`src/rtl/branch_resolve_unit_pkg.sv`:
```
// ----------------------------------------------------------------------------
// branch_resolve_unit_pkg
//   Shared definitions for the branch resolution unit and its in-flight
//   prediction queue.
//   - br_fsm_e          : resolution FSM encodings (RUN / FLUSH)
//   - DELAY_SLOT_OFFSET : fall-through distance of a branch (branch + delay slot)
//   - br_entry_t        : one in-flight prediction {addr, pred_taken}
// ----------------------------------------------------------------------------
package branch_resolve_unit_pkg;

    localparam int          ADDR_W            = 32;
    localparam logic [31:0] DELAY_SLOT_OFFSET = 32'd8;

    typedef enum logic {
        BR_FSM_RUN   = 1'b0,
        BR_FSM_FLUSH = 1'b1
    } br_fsm_e;

    typedef struct packed {
        logic [ADDR_W-1:0] addr;
        logic              pred_taken;
    } br_entry_t;

endpackage

```
`src/rtl/branch_resolve_unit_queue.sv`:
```
// ----------------------------------------------------------------------------
// branch_queue
//   In-order FIFO of in-flight branch predictions.
//   Ports:
//     clk_i, rst_ni : clock, asynchronous active-low reset
//     push_i        : write wdata_i at the tail (ignored when full)
//     pop_i         : drop the head entry (ignored when empty)
//     clear_i       : reset both pointers; wins over push/pop
//     wdata_i       : entry to enqueue
//     full_o        : no free slot
//     empty_o       : no valid entry
//     head_o        : oldest entry (meaningless when empty)
//   Pointers carry one extra wrap bit: equal low bits with different wrap
//   bits means full, fully equal pointers means empty.
// ----------------------------------------------------------------------------
module branch_queue
    import branch_resolve_unit_pkg::*;
#(
    parameter int DEPTH = 4
) (
    input  logic      clk_i,
    input  logic      rst_ni,
    input  logic      push_i,
    input  logic      pop_i,
    input  logic      clear_i,
    input  br_entry_t wdata_i,
    output logic      full_o,
    output logic      empty_o,
    output br_entry_t head_o
);

    localparam int PTR_W = $clog2(DEPTH);

    logic [PTR_W:0] wr_ptr_q, wr_ptr_d;
    logic [PTR_W:0] rd_ptr_q, rd_ptr_d;
    br_entry_t      mem_q [DEPTH];
    logic           do_push;
    logic           do_pop;

    assign full_o  = (wr_ptr_q[PTR_W-1:0] == rd_ptr_q[PTR_W-1:0]) &&
                     (wr_ptr_q[PTR_W]     != rd_ptr_q[PTR_W]);
    assign empty_o = (wr_ptr_q == rd_ptr_q);
    assign head_o  = mem_q[rd_ptr_q[PTR_W-1:0]];

    assign do_push = push_i && !full_o && !clear_i;
    assign do_pop  = pop_i && !empty_o && !clear_i;

    always_comb begin
        wr_ptr_d = wr_ptr_q;
        rd_ptr_d = rd_ptr_q;
        if (clear_i) begin
            wr_ptr_d = '0;
            rd_ptr_d = '0;
        end else begin
            if (do_push) wr_ptr_d = wr_ptr_q + 1'b1;
            if (do_pop)  rd_ptr_d = rd_ptr_q + 1'b1;
        end
    end

    always_ff @(posedge clk_i or negedge rst_ni) begin
        if (!rst_ni) begin
            wr_ptr_q <= '0;
            rd_ptr_q <= '0;
        end else begin
            wr_ptr_q <= wr_ptr_d;
            rd_ptr_q <= rd_ptr_d;
        end
    end

    // Storage needs no reset: an entry is only read after it has been written.
    always_ff @(posedge clk_i) begin
        if (do_push) mem_q[wr_ptr_q[PTR_W-1:0]] <= wdata_i;
    end

endmodule

```
`src/rtl/branch_resolve_unit.sv`:
```
// ----------------------------------------------------------------------------
// branch_resolve_unit
//   Resolution end of the branch predictor. Keeps in-flight predictions in
//   order, compares the oldest with the execute-stage outcome, trains the
//   predictor and raises mispredict/redirect towards fetch.
//   Ports:
//     CLK, RESET           : clock, asynchronous active-low reset
//     Pred_valid/addr/taken: fetch enqueues a predicted branch
//     Pred_ready           : queue accepts (not full and FSM in RUN)
//     Resolve_valid/taken/target : execute resolves the oldest branch
//     Branch_resolved(_addr): registered training pair, addr 0 = no update
//     Mispredict, Redirect_addr : one-cycle pulse and correct next fetch PC
//     Resolve_error        : one-cycle pulse, resolve arrived with empty queue
//     Branch_count, Mispredict_count : wrapping statistics
//     Fsm_state            : current FSM state, for observation
//   Valid/ready: an enqueue happens on a cycle where Pred_valid and
//   Pred_ready are both high; Pred_valid while Pred_ready is low is dropped,
//   not held. Resolve_valid has no back-pressure.
// ----------------------------------------------------------------------------
module branch_resolve_unit
    import branch_resolve_unit_pkg::*;
#(
    parameter int DEPTH = 4,
    parameter int CNT_W = 32
) (
    input  logic              CLK,
    input  logic              RESET,
    input  logic              Pred_valid,
    input  logic [31:0]       Pred_addr,
    input  logic              Pred_taken,
    output logic              Pred_ready,
    input  logic              Resolve_valid,
    input  logic              Resolve_taken,
    input  logic [31:0]       Resolve_target,
    output logic              Branch_resolved,
    output logic [31:0]       Branch_resolved_addr,
    output logic              Mispredict,
    output logic [31:0]       Redirect_addr,
    output logic              Resolve_error,
    output logic [CNT_W-1:0]  Branch_count,
    output logic [CNT_W-1:0]  Mispredict_count,
    output br_fsm_e           Fsm_state
);

    br_fsm_e          state_q, state_d;
    logic             resolved_q, resolved_d;
    logic [31:0]      resolved_addr_q, resolved_addr_d;
    logic             mispredict_q, mispredict_d;
    logic [31:0]      redirect_q, redirect_d;
    logic             error_q, error_d;
    logic [CNT_W-1:0] br_cnt_q, br_cnt_d;
    logic [CNT_W-1:0] mp_cnt_q, mp_cnt_d;

    logic      q_full;
    logic      q_empty;
    br_entry_t q_head;
    br_entry_t q_wdata;
    logic      q_push;
    logic      q_pop;
    logic      q_clear;
    logic      in_run;
    logic      resolve_fire;
    logic      wrong;

    assign in_run       = (state_q == BR_FSM_RUN);
    assign Pred_ready   = !q_full && in_run;
    assign resolve_fire = Resolve_valid && in_run && !q_empty;
    assign wrong        = resolve_fire && (q_head.pred_taken != Resolve_taken);

    // An enqueue in the same cycle as a mispredicting resolve is on the
    // wrong path and is discarded.
    assign q_push        = Pred_valid && Pred_ready && !wrong;
    assign q_pop         = resolve_fire;
    assign q_clear       = (state_q == BR_FSM_FLUSH);
    assign q_wdata.addr       = Pred_addr;
    assign q_wdata.pred_taken = Pred_taken;

    branch_queue #(.DEPTH(DEPTH)) u_queue (
        .clk_i   (CLK),
        .rst_ni  (RESET),
        .push_i  (q_push),
        .pop_i   (q_pop),
        .clear_i (q_clear),
        .wdata_i (q_wdata),
        .full_o  (q_full),
        .empty_o (q_empty),
        .head_o  (q_head)
    );

    always_comb begin
        state_d         = state_q;
        resolved_d      = 1'b0;
        resolved_addr_d = '0;
        mispredict_d    = 1'b0;
        redirect_d      = '0;
        error_d         = 1'b0;
        br_cnt_d        = br_cnt_q;
        mp_cnt_d        = mp_cnt_q;

        unique case (state_q)
            BR_FSM_RUN: begin
                if (resolve_fire) begin
                    resolved_d      = Resolve_taken;
                    resolved_addr_d = q_head.addr;
                    br_cnt_d        = br_cnt_q + 1'b1;
                    if (wrong) begin
                        mispredict_d = 1'b1;
                        mp_cnt_d     = mp_cnt_q + 1'b1;
                        redirect_d   = Resolve_taken ? Resolve_target
                                                     : q_head.addr + DELAY_SLOT_OFFSET;
                        state_d      = BR_FSM_FLUSH;
                    end
                end else if (Resolve_valid) begin
                    error_d = 1'b1;
                end
            end
            // One cycle to drop every younger (wrong-path) entry.
            BR_FSM_FLUSH: begin
                state_d = BR_FSM_RUN;
            end
            default: begin
                state_d = BR_FSM_RUN;
            end
        endcase
    end

    always_ff @(posedge CLK or negedge RESET) begin
        if (!RESET) begin
            state_q         <= BR_FSM_RUN;
            resolved_q      <= 1'b0;
            resolved_addr_q <= '0;
            mispredict_q    <= 1'b0;
            redirect_q      <= '0;
            error_q         <= 1'b0;
            br_cnt_q        <= '0;
            mp_cnt_q        <= '0;
        end else begin
            state_q         <= state_d;
            resolved_q      <= resolved_d;
            resolved_addr_q <= resolved_addr_d;
            mispredict_q    <= mispredict_d;
            redirect_q      <= redirect_d;
            error_q         <= error_d;
            br_cnt_q        <= br_cnt_d;
            mp_cnt_q        <= mp_cnt_d;
        end
    end

    assign Branch_resolved      = resolved_q;
    assign Branch_resolved_addr = resolved_addr_q;
    assign Mispredict           = mispredict_q;
    assign Redirect_addr        = redirect_q;
    assign Resolve_error        = error_q;
    assign Branch_count         = br_cnt_q;
    assign Mispredict_count     = mp_cnt_q;
    assign Fsm_state            = state_q;

endmodule

```
`config.mk`:
```
export PLATFORM = sky130hd
export DESIGN_NAME = branch_resolve_unit
export DESIGN_NICKNAME = d
export VERILOG_FILES = /design/src/rtl/branch_resolve_unit_pkg.sv /design/src/rtl/branch_resolve_unit_queue.sv /design/src/rtl/branch_resolve_unit.sv
export SDC_FILE = /design/constraint.sdc
export NUM_CORES = 1
export LEC_CHECK = 0
export ABC_AREA = 1
export CAP_MARGIN = 10
export CORE_MARGIN = 5
export CORE_UTILIZATION = 49
export CTS_CLUSTER_SIZE = 14
export DETAILED_ROUTE_END_ITERATION = 7
export PLACE_DENSITY = 0.78
export SETUP_SLACK_MARGIN = 0.4
export SYNTH_ARGS = -nofsm -noshare
export SYNTH_HDL_FRONTEND = slang
export SYNTH_SLANG_ARGS = --single-unit
```
`constraint.sdc`:
```
create_clock -name CLK -period 3 [get_ports CLK]
set_input_delay 0.6 -clock CLK [delete_from_list [all_inputs] [get_ports CLK]]
set_output_delay 0.6 -clock CLK [all_outputs]
set_load 0.03 [all_outputs]
```
==> impl_summary.log, run 1 <==
[metrics] routed len/inst: ~18 µm
[metrics] slew of the pin with the lowest slew margin: approximately 600 ps
[metrics] Critical Path Start Type: flop
[metrics] result of the run: finished, final reports clean
[metrics] syn_area_per_cell: 8.71 µm²
[metrics] Antenna Nets Post-Route: 0
[metrics] dominant cell type by area after synthesis: sky130_fd_sc_hd__edfxtp_1
[metrics] global route total overflow: 0
[metrics] number of cells in the design after placement: around 2000
[metrics] pwr dens: 944 nW/µm²
[metrics] initial cell density of the core: 0.496
[metrics] number of H-tree branching levels: 1
[metrics] most area-consuming cells after synthesis: sky130_fd_sc_hd__edfxtp_1 (31%), sky130_fd_sc_hd__dfrtp_1 (27%), sky130_fd_sc_hd__nand2_1 (15%)
[metrics] Slew Viols, Final: 0
[metrics] critical path's slowest cell: sky130_fd_sc_hd__dfrtp_1
[metrics] final standard cell count with taps included and fillers excluded: ~2000
[metrics] area of the core region: 26000 µm²
[metrics] worst setup path end: Pred_ready
[metrics] Netlist cell types: 31
[metrics] antenna diode count: 0
[metrics] Crit Path Max Fanout: 4
[metrics] IO Pins: about 200
[metrics] kind of end point of the critical path: output pin
[metrics] via count of the first global-routing pass: around 10000
[metrics] clock tree from TritonCTS: yes
[metrics] vias: roughly 11000
[metrics] worst slew slack as a fraction of its limit: 0.606
[metrics] violation count after the first detailed-routing iteration: 1146
[metrics] top flip-flop cell by instance count after synthesis: sky130_fd_sc_hd__dfrtp_1
[metrics] FF+latch count, synth: 269
[metrics] Net Count, Synth: around 1600
[metrics] half-perimeter wire length after detailed placement: 26.1 mm
[metrics] Die X: 172 µm
[metrics] Total Die Area: slightly below 30000 µm²
[metrics] maximum clock rate: 406 MHz
[metrics] Worst VDD drop: 665 µV
[metrics] Root Driver: sky130_fd_sc_hd__clkbuf_16
[metrics] Static Leak: 7.11 nW
[metrics] critical register-to-register path endpoint: Mispredict_count[19]
[metrics] Design Power: between 0.015 and 0.02 W
[metrics] Req. time, crit path: ~2400 ps
[metrics] count of synthesis-stage warnings from yosys: 0
[metrics] critical path class: reg2out
[metrics] area delta synth->final: 25.4%
[metrics] Final Critical Period: ~2500 ps
[metrics] biggest cell delay along the critical path: roughly 460 ps
[metrics] GPL Wtd Cong: roughly 0.97
[metrics] floorplan row count: 59
[metrics] first-pass iteration count of the detailed router: 5
[metrics] post-synthesis cell area: 12900 µm²
[metrics] maximum clock path buffer count: 3
[metrics] fraction of synthesized cell area taken by the top area cell type: 0.308
[metrics] maximum number of pins on one net before global-route repair: 56
[metrics] Critical R2R Launch: u_queue.rd_ptr_q[0]
[metrics] fraction of layout cells with a size suffix above 1: 0.0581
[metrics] most instantiated library cell after synthesis: sky130_fd_sc_hd__nand2_1
[metrics] wire length of the first global-routing pass: between 50 and 60 mm
[metrics] setup repair after global routing missed its margin: true
[metrics] initial antenna violation count: 1
[metrics] most common library cells after synthesis: sky130_fd_sc_hd__nand2_1 (509), sky130_fd_sc_hd__nor2_1 (195), sky130_fd_sc_hd__dfrtp_1 (137)
[metrics] arrival time at the worst endpoint: 1860 ps
[metrics] count of clock tree sinks: 269
[metrics] Port Buffers: ~200
[metrics] synthesized instance count: 1478
[metrics] total wire length: around 36 mm
[metrics] fin crit share: 0.821
[metrics] largest clock skew in the final design: between 15 and 20 ps
[metrics] Filler Cell Count: 2169
[metrics] overall track demand over capacity in global routing: 0.239
[metrics] vertical die dimension: between 150 and 200 µm
[metrics] post-layout net count: 1760
[metrics] max-capacitance violation count: 0
[metrics] Setup Fix Bufs, Post-CTS: 0
[metrics] Final TNS setup: 0 ps
[metrics] share of the yosys chip area belonging to registers: 0.574
[metrics] critical path startpoint: u_queue.rd_ptr_q[1]
[metrics] worst-path cell chain: xnor2_1, nand2_1, o21ai_0, inv_1, clkdlybuf4s15_1
[metrics] Num CTS Buffers: 29
[metrics] DRC: 0
[metrics] number of hold violations in the final report: 0
[metrics] ys async rst share: 0.509
[metrics] clock transition at the registers of the reported paths: about 60 ps
[metrics] final count of negative-setup-slack endpoints: 0
[metrics] setup slack, reg-to-reg: ~600 ps
[metrics] Hold-fix buffers, CTS: 0
[metrics] mean number of vias per cell: 5.31
[metrics] Worst-Skew Late Latency: 540 ps
[metrics] Worst Hold Class: in2async
[metrics] reg2reg path depth: 10
[metrics] EDFF count, synth: roughly 130
how the worst min path moves through the flow:
stage | startpoint | endpoint | slack [ps] | cells after the start
2_1_floorplan | RESET | Branch_count[0] | 300 | 0
3_3_place_gp | u_queue.rd_ptr_q[2] | u_queue.rd_ptr_q[2] | 490 | 1
3_5_place_dp | u_queue.rd_ptr_q[2] | u_queue.rd_ptr_q[2] | 480 | 1
4_1_cts | RESET | Branch_count[12] | 30 | 1
5_1_grt | RESET | Branch_count[18] | 50 | 1
6_report | RESET | Branch_count[16] | 20 | 1
per-stage QoR:
step                area (µm²)  setup WS, ps   util  hold WS (ps)
finish                   16200           537  0.622          17.4
global route             16200           380  0.622          54.4
detailed placement       15300           450  0.588           484
CTS                      16100           503  0.621          26.4
floorplan                12900           324      -           304
global placement         15300           483  0.588           489
power breakdown:
part	internal [W]	leakage (nW)	switching [W]
combinational	0.00214	3.66	0.00465
sequential	0.00481	3.03	0.000424
clock	0.00183	0.416	0.00140
total	0.00878	7.11	0.00647
area by class of cell:
cell class	instances	area (µm²)	share of cell area
flip-flops and latches	269	7390	0.458
multi-input cells	1037	4790	0.296
repair buffers	224	2250	0.139
clock buffers	44	802	0.0496
inverters	121	458	0.0283
well taps	335	419	0.0259
clock inverters	9	46.3	0.00287
timing repair:
item | in CTS | in global routing
endpoints found under the hold margin | 0 | 0
pin swaps | 0 | 0
gates resized for setup | 1 | 9
setup endpoints to repair | 1 | 65
critical path, delay by kind of cell, from the launching register on:
family	cells	cell delay, ps
AOI/OAI and AO/OA	1	150
and+or+nand+nor	1	60
xor gates and xnor gates	1	210
buffers and inverters	2	440
DFF	1	460
cell families after synthesis:
logic type,count (synthesis),share of synthesized area
compound gates,58,0.0248
xor+xnor,74,0.0503
simple gates,897,0.287
buf+inv,172,0.0562
flops,269,0.574
fa+ha+maj,8,0.00777
layout by cell type, fill, tap and decap left out, types with 4 or more instances in the layout:
cell / n
sky130_fd_sc_hd__ha_1: 8
sky130_fd_sc_hd__inv_1: 116
sky130_fd_sc_hd__nor2_2: 13
sky130_fd_sc_hd__xor2_1: 54
sky130_fd_sc_hd__a21oi_1: 14
sky130_fd_sc_hd__clkbuf_16: 29
sky130_fd_sc_hd__nand2_2: 7
sky130_fd_sc_hd__nand3_1: 108
sky130_fd_sc_hd__nor4_1: 4
sky130_fd_sc_hd__edfxtp_1: 132
sky130_fd_sc_hd__o21ai_1: 4
sky130_fd_sc_hd__a211oi_1: 4
sky130_fd_sc_hd__buf_4: 16
sky130_fd_sc_hd__dfrtp_1: 136
sky130_fd_sc_hd__nor3_1: 33
sky130_fd_sc_hd__or2_2: 6
sky130_fd_sc_hd__nand2_1: 507
sky130_fd_sc_hd__clkdlybuf4s50_1: 200
sky130_fd_sc_hd__nor2_1: 190
sky130_fd_sc_hd__xnor2_1: 20
sky130_fd_sc_hd__nand4_1: 22
sky130_fd_sc_hd__buf_12: 4
sky130_fd_sc_hd__o21ai_0: 32
sky130_fd_sc_hd__clkbuf_1: 13
sky130_fd_sc_hd__clkinv_2: 8
registers in the layout, summed over array words and instances, names as in the netlist:
register              cells
Branch_count             32
Branch_resolved           1
Branch_resolved_addr     32
Mispredict                1
Mispredict_count         32
Redirect_addr            32
Resolve_error             1
u_queue.mem_q           132
u_queue.rd_ptr_q          3
u_queue.wr_ptr_q          3
routing by layer:
layer | part of all wire | up-vias | GRT usage | routed length, µm
li1 | - | 5140 | - | -
met1 | 0.41 | 5157 | 0.322 | 14800
met2 | 0.49 | 449 | 0.407 | 17400
met3 | 0.076 | 70 | 0.0382 | 2750
met4 | 0.023 | 2 | 0.0619 | 842
met5 | 0.00036 | - | 0 | 13
(Power assumes the default switching activity.)
==> run 2, diff against run 1 <==
- CORE_UTILIZATION: 49 -> 54
- PLACE_DENSITY: 0.78 -> 0.81
- clock period: 3 -> 2.5 ns (I/O delays scaled with it)
==> impl_summary.log, run 2 (same netlist as run 1, synthesis figures left out) <==
[metrics] Root Driver: sky130_fd_sc_hd__clkbuf_16 (unchanged)
[metrics] Worst-Skew Late Latency: 560 ps (was 540 ps)
[metrics] reg2reg path depth: 15 (was 10)
[metrics] flip-flop count of the largest register, all copies and words added: 132 (unchanged)
[metrics] maximum clock rate: approximately 400 MHz
[metrics] number of H-tree branching levels: 1 (unchanged)
[metrics] Antenna Nets Post-Route: 0 (unchanged)
[metrics] combined flip-flop and latch cell area: 7400 µm² (was 7390 µm²)
[metrics] pwr dens: 1240 nW/µm² (was 944 nW/µm²)
[metrics] area of the core region: 23500 µm² (was 26000 µm²)
[metrics] fin crit share: 0.999
[metrics] register share of total power: 0.280 (was 0.343)
[metrics] via count of the first global-routing pass: 11400 (was 10500)
[metrics] critical path's slowest cell: sky130_fd_sc_hd__dfrtp_2 (was sky130_fd_sc_hd__dfrtp_1)
[metrics] total wire length: 45.9 mm (was 35.9 mm)
[metrics] setup repair after global routing missed its margin: true (unchanged)
[metrics] biggest cell delay along the critical path: 460 ps (about the same)
[metrics] Die X: 164 µm (was 172 µm)
[metrics] final standard cell count with taps included and fillers excluded: 2140 (was 2039)
[metrics] wire length of the first global-routing pass: 63.5 mm (was 56.0 mm)
[metrics] maximum clock path buffer count: 3 (unchanged)
[metrics] number of hold violations in the final report: 0 (unchanged)
[metrics] mean number of vias per cell: 5.66 (was 5.31)
[metrics] Worst VDD drop: 1180 µV (was 665 µV)
[metrics] global route total overflow: 0 (unchanged)
[metrics] part of the power in combinational logic: 0.539 (was 0.445)
[metrics] clock tree from TritonCTS: yes (unchanged)
[metrics] Total Die Area: 27000 µm² (was 29600 µm²)
[metrics] Fin Hold WS: 482 ps (was 17.4 ps)
[metrics] Static Leak: 8.22 nW (was 7.11 nW)
[metrics] IO Pins: 203 (unchanged)
[metrics] commonest non-fill, non-tap cells in the layout: sky130_fd_sc_hd__nand2_1 (435), sky130_fd_sc_hd__clkdlybuf4s50_1 (181), sky130_fd_sc_hd__nor2_1 (159), sky130_fd_sc_hd__dfrtp_1 (134), sky130_fd_sc_hd__edfxtp_1 (132) (was sky130_fd_sc_hd__nand2_1 (507), sky130_fd_sc_hd__clkdlybuf4s50_1 (200), sky130_fd_sc_hd__nor2_1 (190), sky130_fd_sc_hd__dfrtp_1 (136), sky130_fd_sc_hd__edfxtp_1 (132))
[metrics] most frequent standard cell in the layout excluding fill and tap cells: sky130_fd_sc_hd__nand2_1 (unchanged)
[metrics] kind of cell with the highest combined delay on the critical path: simple AND/OR/NAND/NOR gates (was flip-flops)
[metrics] initial antenna violation count: 2 (was 1)
[metrics] Worst Hold Class: in2async (unchanged)
[metrics] Final Critical Period: 2500 ps
[metrics] Critical R2R Launch: u_queue.rd_ptr_q[0] (unchanged)
[metrics] DRC: 0 (unchanged)
[metrics] WP buf/inv: 5 (was 2)
[metrics] vias: 12100 (was 10800)
[metrics] total area of multi-input combinational cells: 5360 µm² (was 4790 µm²)
[metrics] setup slack, reg-to-reg: 2 ps (was 590 ps)
[metrics] floorplan row count: 56 (was 59)
[metrics] post-layout net count: 1875 (was 1760)
[metrics] worst-path cell chain: inv_4, buf_6, buf_12, clkbuf_16, nand2_2, nand3_4, nand2_4, ha_4, nand2_4, nor2_4, nand2_2, o21ai_0, nand3_1, nand2_1, inv_1 (was xnor2_1, nand2_1, o21ai_0, inv_1, clkdlybuf4s15_1)
[metrics] final count of negative-setup-slack endpoints: 0 (unchanged)
[metrics] Port Buffers: 202 (unchanged)
[metrics] first-pass iteration count of the detailed router: 6 (was 5)
[metrics] clock transition at the registers of the reported paths: 70 ps (was 60 ps)
[metrics] share of total power consumed by net switching: 0.428 (was 0.424)
[metrics] largest clock skew in the final design: 25.2 ps (was 17.6 ps)
[metrics] routed len/inst: 21.4 µm (was 17.6 µm)
[metrics] critical path startpoint: u_queue.rd_ptr_q[0] (was u_queue.rd_ptr_q[1])
[metrics] Slew Viols, Final: 0 (unchanged)
[metrics] max-capacitance violation count: 0 (unchanged)
[metrics] critical path class: reg2reg (was reg2out)
[metrics] Req. time, crit path: 2940 ps (was 2400 ps)
[metrics] Crit. path cell count: 15 (was 5)
[metrics] slew of the pin with the lowest slew margin: 624 ps (was 591 ps)
[metrics] kind of end point of the critical path: flop (was output pin)
[metrics] switching power: 0.00974 W (was 0.00647 W)
[metrics] maximum number of pins on one net before global-route repair: 57 (was 56)
[metrics] internal power consumption: 0.0130 W (was 0.00878 W)
[metrics] worst slew slack as a fraction of its limit: 0.584 (was 0.606)
[metrics] initial cell density of the core: 0.549 (was 0.496)
[metrics] Crit Path Max Fanout: 7 (was 4)
[metrics] count of clock tree sinks: 269 (unchanged)
[metrics] Critical Path Start Type: flop (unchanged)
[metrics] violation count after the first detailed-routing iteration: 1555 (was 1146)
[metrics] vertical die dimension: 164 µm (was 172 µm)
[metrics] overall track demand over capacity in global routing: 0.305 (was 0.239)
[metrics] result of the run: finished, final reports clean (unchanged)
[metrics] GPL Wtd Cong: 0.920 (was 0.969)
[metrics] Design Power: 0.0227 W (was 0.0152 W)
[metrics] number of cells in the design after placement: 2008 (was 1986)
[metrics] fraction of layout cells with a size suffix above 1: 0.194 (was 0.0581)
[metrics] arrival time at the worst endpoint: 2940 ps (was 1860 ps)
[metrics] Filler Cell Count: 1440 (was 2169)
[metrics] Num CTS Buffers: 28 (was 29)
[metrics] share of power burned in the clock network: 0.181 (was 0.212)
[metrics] half-perimeter wire length after detailed placement: 27.1 mm (was 26.1 mm)
[metrics] area delta synth->final: 42.8% (was 25.4%)
-- run 2: cell types whose count changed in the layout (fill, tap and decap cells not counted), moves of 17 or more --
cell                              change
sky130_fd_sc_hd__buf_4               +59
sky130_fd_sc_hd__clkdlybuf4s50_1     -19
sky130_fd_sc_hd__dlygate4sd2_1       +19
sky130_fd_sc_hd__nand2_1             -72
sky130_fd_sc_hd__nand2_2             +60
sky130_fd_sc_hd__nor2_1              -31
sky130_fd_sc_hd__nor2_4              +17
-- run 2: what timing repair did --
action | CTS | global route
setup buffers | 28 | 23
resized for setup | 119 | 114
endpoints found under the hold margin | 50 | 0
hold buffers | 1 | 0
endpoints found under the setup margin | 252 | 278
cloned | 14 | 12
pin swaps | 25 | 46
-- run 2: worst paths after layout --
check	to
worst min-delay path	Resolve_error
worst min register to register	Branch_count[17]
worst max-delay path	Redirect_addr[17]
max in group asynchronous	Branch_resolved_addr[21]
min in group CLK	Resolve_error
worst max register to register	Redirect_addr[17]
-- run 2: cell type report --
class | count | area share
Inverter | 121 | 0.0257
Sequential cell | 269 | 0.402
Multi-Input combinational cell | 1037 | 0.291
Clock inverter | 14 | 0.00442
Timing Repair inverter | 1 | 0.000476
Antenna cell | 2 | 0.000272
Clock buffer | 38 | 0.0452
Timing Repair Buffer | 339 | 0.209
Tap cell | 319 | 0.0217
-- run 2: worst register-to-register path, stage by stage (launching register included) --
cell	delay (ps)
sky130_fd_sc_hd__dfrtp_2	460
sky130_fd_sc_hd__inv_4	70
sky130_fd_sc_hd__buf_6	130
sky130_fd_sc_hd__buf_12	130
sky130_fd_sc_hd__clkbuf_16	170
sky130_fd_sc_hd__nand2_2	90
sky130_fd_sc_hd__nand3_4	80
sky130_fd_sc_hd__nand2_4	110
sky130_fd_sc_hd__ha_4	190
sky130_fd_sc_hd__nand2_4	70
sky130_fd_sc_hd__nor2_4	160
sky130_fd_sc_hd__nand2_2	130
sky130_fd_sc_hd__o21ai_0	280
sky130_fd_sc_hd__nand3_1	160
sky130_fd_sc_hd__nand2_1	100
sky130_fd_sc_hd__inv_1	40
-- run 2: per-layer routing --
| layer | GRT usage | up-vias | wire (µm) |
|---|---|---|---|
| li1 | - | 5381 | - |
| met1 | 0.404 | 5717 | 16900 |
| met2 | 0.505 | 809 | 21800 |
| met3 | 0.0519 | 211 | 4680 |
| met4 | 0.122 | 2 | 2560 |
| met5 | 0 | - | 13 |
-- run 2: per-stage QoR --
| stage | instance area (µm²) | setup WS, ps | util | setup TNS [ps] |
|---|---|---|---|---|
| global placement | 15600 | 221 | 0.667 | 0 |
| detailed placement | 15600 | 185 | 0.667 | 0 |
| global route | 18400 | -30.8 | 0.783 | -46.3 |
| finish | 18400 | 2.10 | 0.783 | 0 |
| CTS | 17600 | 228 | 0.748 | 0 |
| floorplan | 12900 | 259 | - | 0 |
-- run 2: power by group through the flow --
| stage | clock [W] | sequential [W] | combinational (W) |
|---|---|---|---|
| floorplan | 0 | 0.00742 | 0.00400 |
| global placement | 0 | 0.00634 | 0.00855 |
| detailed placement | 0 | 0.00637 | 0.00870 |
| CTS | 0.00411 | 0.00631 | 0.0105 |
| global route | 0.00434 | 0.00645 | 0.0128 |
| finish | 0.00413 | 0.00636 | 0.0122 |
